File: src/rtl/interrupt_dispatcher.sv
// Interrupt dispatcher: owns IME and EI/DI/RETI, selects the highest-priority pending
// source at instruction boundaries and sequences the 5-M-cycle push/jump dispatch.
module interrupt_dispatcher #(
   parameter int unsigned NUM_SOURCES   = 5,
   parameter logic [15:0] VECTOR_BASE   = 16'h0040,
   parameter int unsigned VECTOR_STRIDE = 8
) (
   input  logic        iClock,
   input  logic        iReset,
   input  logic [7:0]  iInterruptFlag,
   input  logic [7:0]  iInterruptEnable,
   input  logic        iMcycleStrobe,
   input  logic        iInstructionBoundary,
   input  logic        iEi,
   input  logic        iDi,
   input  logic        iReti,
   output logic        oIme,
   output logic        oStallFetch,
   output logic        oPushHigh,
   output logic        oPushLow,
   output logic        oPcLoad,
   output logic [15:0] oVector,
   output logic [7:0]  oAck,
   output logic        oHaltWake
);

   localparam int unsigned IDX_W = (NUM_SOURCES > 1) ? $clog2(NUM_SOURCES) : 1;

   typedef enum logic [2:0] {
      S_IDLE,
      S_WAIT0,
      S_WAIT1,
      S_PUSH_HI,
      S_PUSH_LO,
      S_JUMP
   } state_t;

   state_t           state_q, state_d;
   logic             ime_q, ime_d;
   logic             ei_pending_q, ei_pending_d;
   logic             halt_wake_q, halt_wake_d;
   logic [IDX_W-1:0] idx_q, idx_d;
   logic [15:0]      vector_q, vector_d;
   logic [7:0]       ack_q, ack_d;

   logic [NUM_SOURCES-1:0] pending;
   logic [IDX_W-1:0]       win_idx;
   logic [15:0]            win_vector;
   logic                   unused_upper_bits;

   assign pending           = iInterruptFlag[NUM_SOURCES-1:0] & iInterruptEnable[NUM_SOURCES-1:0];
   assign unused_upper_bits = ^{iInterruptFlag, iInterruptEnable};

   // Scanning downwards lets the lowest set bit overwrite, so bit 0 has top priority.
   always_comb begin
      win_idx = '0;
      for (int i = NUM_SOURCES - 1; i >= 0; i--) begin
         if (pending[i]) begin
            win_idx = IDX_W'(i);
         end
      end
   end

   assign win_vector = VECTOR_BASE + 16'(VECTOR_STRIDE) * 16'(win_idx);

   always_comb begin
      state_d      = state_q;
      ime_d        = ime_q;
      ei_pending_d = ei_pending_q;
      idx_d        = idx_q;
      vector_d     = vector_q;
      ack_d        = '0;
      halt_wake_d  = |pending;

      case (state_q)
         S_IDLE: begin
            if (iInstructionBoundary) begin
               if ((ime_q || ei_pending_q) && (|pending) && !iEi && !iDi) begin
                  state_d      = S_WAIT0;
                  idx_d        = win_idx;
                  vector_d     = win_vector;
                  ime_d        = 1'b0;
                  ei_pending_d = 1'b0;
               end else if (iDi) begin
                  ime_d        = 1'b0;
                  ei_pending_d = 1'b0;
               end else if (iEi) begin
                  // A back-to-back EI still lets the earlier one take effect.
                  if (ei_pending_q) begin
                     ime_d = 1'b1;
                  end
                  ei_pending_d = 1'b1;
               end else if (iReti || ei_pending_q) begin
                  ime_d        = 1'b1;
                  ei_pending_d = 1'b0;
               end
            end
         end
         S_WAIT0:   if (iMcycleStrobe) state_d = S_WAIT1;
         S_WAIT1:   if (iMcycleStrobe) state_d = S_PUSH_HI;
         S_PUSH_HI: if (iMcycleStrobe) state_d = S_PUSH_LO;
         S_PUSH_LO: begin
            if (iMcycleStrobe) begin
               state_d      = S_JUMP;
               ack_d[idx_q] = 1'b1;
            end
         end
         S_JUMP:    if (iMcycleStrobe) state_d = S_IDLE;
         default:   state_d = S_IDLE;
      endcase
   end

   always_ff @(posedge iClock or posedge iReset) begin
      if (iReset) begin
         state_q      <= S_IDLE;
         ime_q        <= 1'b0;
         ei_pending_q <= 1'b0;
         halt_wake_q  <= 1'b0;
         idx_q        <= '0;
         vector_q     <= 16'h0000;
         ack_q        <= 8'h00;
      end else begin
         state_q      <= state_d;
         ime_q        <= ime_d;
         ei_pending_q <= ei_pending_d;
         halt_wake_q  <= halt_wake_d;
         idx_q        <= idx_d;
         vector_q     <= vector_d;
         ack_q        <= ack_d;
      end
   end

   assign oIme        = ime_q;
   assign oStallFetch = (state_q != S_IDLE);
   assign oPushHigh   = (state_q == S_PUSH_HI);
   assign oPushLow    = (state_q == S_PUSH_LO);
   assign oPcLoad     = (state_q == S_JUMP) && iMcycleStrobe;
   assign oVector     = (state_q != S_IDLE) ? vector_q : 16'h0000;
   assign oAck        = ack_q;
   assign oHaltWake   = halt_wake_q;

endmodule

File: config.mk
export PLATFORM = sky130hd
export DESIGN_NAME = interrupt_dispatcher
export DESIGN_NICKNAME = d
export VERILOG_FILES = /design/src/rtl/interrupt_dispatcher.sv
export SDC_FILE = /design/constraint.sdc
export NUM_CORES = 1
export LEC_CHECK = 0
export CAP_MARGIN = 25
export CORE_MARGIN = 2
export CORE_UTILIZATION = 40
export DETAILED_ROUTE_END_ITERATION = 7
export PLACE_DENSITY = 0.91
export SYNTH_ARGS = -nofsm -noshare
export SYNTH_HDL_FRONTEND = slang
export SYNTH_SLANG_ARGS = --single-unit
File: constraint.sdc
create_clock -name iClock -period 3.1 [get_ports iClock]
set_clock_uncertainty 0.2 [all_clocks]
set_input_delay 0.62 -clock iClock [delete_from_list [all_inputs] [get_ports iClock]]
set_output_delay 0.62 -clock iClock [all_outputs]
set_load 0.005 [all_outputs]
==> results.txt, run 1 <==
The die area came out at 0.00266 mm^2. The nature of the critical path endpoint was an output port. The run gives 18 as the count of clock tree sinks. The share of flip-flops with an asynchronous set or reset was 1.00. The area growth from synthesis to layout is 38.6%. The tools report the iteration-0 DRC count of the detailed router as 20. The finished cells cover 0.00125 mm^2.

The number of setup buffers added after CTS is 0. The tool flagged a number of max-cap violations equal to 0. The routed length per placed instance is 10.4 um, and the number of detailed-route iterations in the first pass is 4.

The power density relative to cell area came out at 631 mW/mm^2. The run gives 0 as the final hold violation count. The fraction of power spent switching nets was 0.326. After clock tree synthesis, the clock-pin slew on the worst setup and hold paths is 0.08 ns.

In this run, synthesis inferred 0 flip-flops with an integrated enable. Largest net degree at the start of global routing: 19. The floorplan die width is 51.6 um. The ratio of cells with drive above 1 in the final layout was 0.0630. Ranked by total cell area, the synthesized netlist is headed by dfrtp_1 (50%), buf_4 (10%), nor2_1 (5.8%), nand2b_1 (3.5%), nor2b_1 (3.5%). The share of the clock period used by the worst path came out at 0.897. The run gives 0.27 ns as the clock latency on the worst-skew pair. The delay of the slowest cell on the worst path came out at 0.55 ns.

The final weighted congestion of routability-driven global placement came out at 0.779. The sequential area share after synthesis came out at 0.498. The data required time at the worst endpoint was 2.28 ns. Among all stages on the critical path, the largest delay is contributed by clkdlybuf4s50_1.

After detailed routing, the total wire length is 1.61 mm. In the synthesized netlist, the number of instances is 91. In this run the most critical hold path is launched from vector_q[6].

The count of warnings emitted by yosys came out at 0. Among the stages of the critical path, the cell type that occurs most often is clkdlybuf4s50_1. For this design the total switching power over the nets is 258 uW.

The run gives 0 as the max-slew violation total from the final report. The run gives 668 as the via count of the first global-routing pass. Total number of placement rows: 17.

The detail route stage leaves a number of antenna-violating nets equal to 0. The endpoint identified for the worst register-to-register timing path is idx_q[1]. For this run, the post-layout net count is 152. After detailed routing, the number of remaining DRC violations is 0. The routed layout has 725 vias. Setup violations remaining at the end of the flow were counted as 0.

Timing would allow up to 0.359 GHz. Each instance of the synthesized netlist takes up on average 9.94 um^2. For the total placed cells including tap cells, the log shows 152. Leaving out filler cells and counting taps, the final layout contains 155.

The logs give 905 um^2 for the cell area after synthesis and 0.417 for the starting density of the core. TritonCTS built the clock tree. The share of the synthesized area in the top cell type works out to 0.498.

The critical path is of the input port to output port type. Across all register-to-register paths, the minimum setup slack is 0.99 ns. Number of cell instances on the worst register-to-register path: 4. The tools report the leakage power as 0.551 nW. Post-route worst hold slack: 0.267 ns. For the worst setup path, the data arrival time is 1.96 ns. Total number of cells along the worst setup path: 4. The startpoint of the lowest-slack register-to-register path is state_q[0].

The total power of the final layout is 791 uW. Counting the buffers created by CTS gives 3. The number of hold buffers added after CTS was 0. The flow ran to the end, and the final reports show no timing, DRC or antenna violations.

The worst setup path is launched from an input port. The combinational group share of total power came out at 0.415. The synthesized design contains 18 register bits. The area of the core is 0.00217 mm^2, and the antenna cell count is 0.

The longest clock path from root to sink contains 2 buffers. The portion of total power attributed to the clock network is 0.129, and the number of antenna violations at the first check in global routing is 0. Traced cell by cell, the critical path runs through clkdlybuf4s50_1 > nand2_1 > nor2_1 > clkdlybuf4s50_1. Subtracting the final worst setup slack from the clock period gives 2.78 ns. Main flop type after synthesis: dfrtp_1.

Sequential power share: 0.456. Along the worst path, the maximum fanout reaches 5. Adding up every negative setup slack in the final design gives 0 ns. The detailed placer's ending HPWL came out at 1.40 mm. The number of buffers and inverters on the critical path is 2. The number of cells traversed by the worst hold path was 1; the total cell area at the placement stage was 0.00123 mm^2. Broken down by cell family, the worst path's largest delay share belongs to buffers and inverters. VDD sags by at most 0.000319 V. The global routing usage summed across all routing layers is 0.139. The run gives 27 as the number of library cell types mapped by synthesis. The maximum level of the CTS H-tree is 1, and the cell-internal power is 534 uW.

The run gives 53 as the count of boundary I/O pins. The path with the worst hold slack has its endpoint at vector_q[6]. The most frequently used cell type in the post-synthesis netlist was dfrtp_1. For the pin with the worst max-slew slack, the measured transition is 0.622 ns.

The via count normalized by instance count is 4.68. The worst relative slew slack came out at 0.585. The global-route congestion overflow total is 0.

The clock tree root buffer cell was clkbuf_4. In this run the worst hold path is classified as register to register. By count the netlist is led by dfrtp_1 (18), nor2_1 (14), buf_4 (12). The die is 51.6 um tall.

The first global-routing pass estimated 2.74 mm of wire. Setup repair after global routing left no endpoint under its margin. The count of buffers inserted at the top-level ports came out at 34. The largest total area in the synthesized netlist belongs to dfrtp_1.

Post-CTS repair changed the size of 0 cells.
-- layout by cell type, fill, tap and decap left out, drive strengths merged, types with 2 or more instances in the layout --
| cell | Yosys | final |
|---|---|---|
| mux2 | 2 | 2 |
| nor3 | 3 | 3 |
| clkbuf | 0 | 3 |
| conb | 1 | 12 |
| clkdlybuf4s50 | 0 | 34 |
| inv | 3 | 3 |
| dfrtp | 18 | 18 |
| nor2 | 14 | 14 |
| nand2b | 5 | 5 |
| a21oi | 4 | 4 |
| a22oi | 2 | 2 |
| nand3 | 2 | 2 |
| nor2b | 5 | 5 |
| nand2 | 7 | 7 |
-- worst reg2reg max path: stages, from the launching register on --
cell,delay (ns)
dfrtp_1,0.45
or4b_4,0.61
nor4_4,0.29
nand2_2,0.13
mux2_1,0.33
-- metrics by stage --
stage,util,setup WS [ns]
after floorplan,-,0.991
after global placement,0.567,0.336
after detailed placement,0.567,0.336
after CTS,0.578,0.320
after global routing,0.578,0.231
final,0.578,0.318
-- sequential cells by signal, summed over array words and instances, names as in the netlist --
register	flops
ei_pending_q	1
idx_q	2
oAck	8
oHaltWake	1
oIme	1
state_q	3
vector_q	2
-- cell type report --
type                    instances  area [um^2]
inverters                       3         11.3
multi-input cells              69          394
fillers                       199          916
repair buffers                 34          340
flip-flops and latches         18          450
clock buffers                   3         22.5
well taps                      28         35.0
-- per-layer routing --
| layer | GRT usage | share of wire | vias to the layer above |
|---|---|---|---|
| met1 | 0.147 | 0.35 | 332 |
| li1 | - | - | 357 |
| met3 | 0.0374 | 0.080 | 4 |
| met5 | 0 | 0 | - |
| met2 | 0.254 | 0.55 | 32 |
| met4 | 0.0614 | 0.015 | 0 |
-- worst max path at each step --
stage,start,end,slack [ns]
after floorplan,iInstructionBoundary,idx_q[1],0.99
after global placement,iMcycleStrobe,oPcLoad,0.34
after detailed placement,iMcycleStrobe,oPcLoad,0.34
after CTS,iMcycleStrobe,oPcLoad,0.32
after global routing,iMcycleStrobe,oPcLoad,0.23
final,iMcycleStrobe,oPcLoad,0.32
-- kinds of logic after synthesis --
kind of cell / synth area share
compound gates: 0.0913
xor+xnor: 0.00968
buf+inv: 0.112
flops: 0.498
mux: 0.0360
other cells: 0.00415
simple gates: 0.249
-- power groups by stage --
stage | registers [mW] | logic (mW) | clock network [mW]
3_5_place_dp | 0.365 | 0.332 | 0
6_report | 0.361 | 0.328 | 0.102
3_3_place_gp | 0.359 | 0.324 | 0
2_1_floorplan | 0.349 | 0.191 | 0
5_1_grt | 0.372 | 0.366 | 0.121
4_1_cts | 0.360 | 0.333 | 0.108
Power figures use the tool's default switching activity.
==> run 2, diff against run 1 <==
--- a/config.mk
+++ b/config.mk
@@ -5,6 +5,7 @@
 export SDC_FILE = /design/constraint.sdc
 export NUM_CORES = 1
 export LEC_CHECK = 0
+export ABC_AREA = 0
 export CAP_MARGIN = 25
 export CORE_MARGIN = 2
 export CORE_UTILIZATION = 40
==> results of run 2 <==
No change in the layout: final DEF, timing and power equal those of run 1.
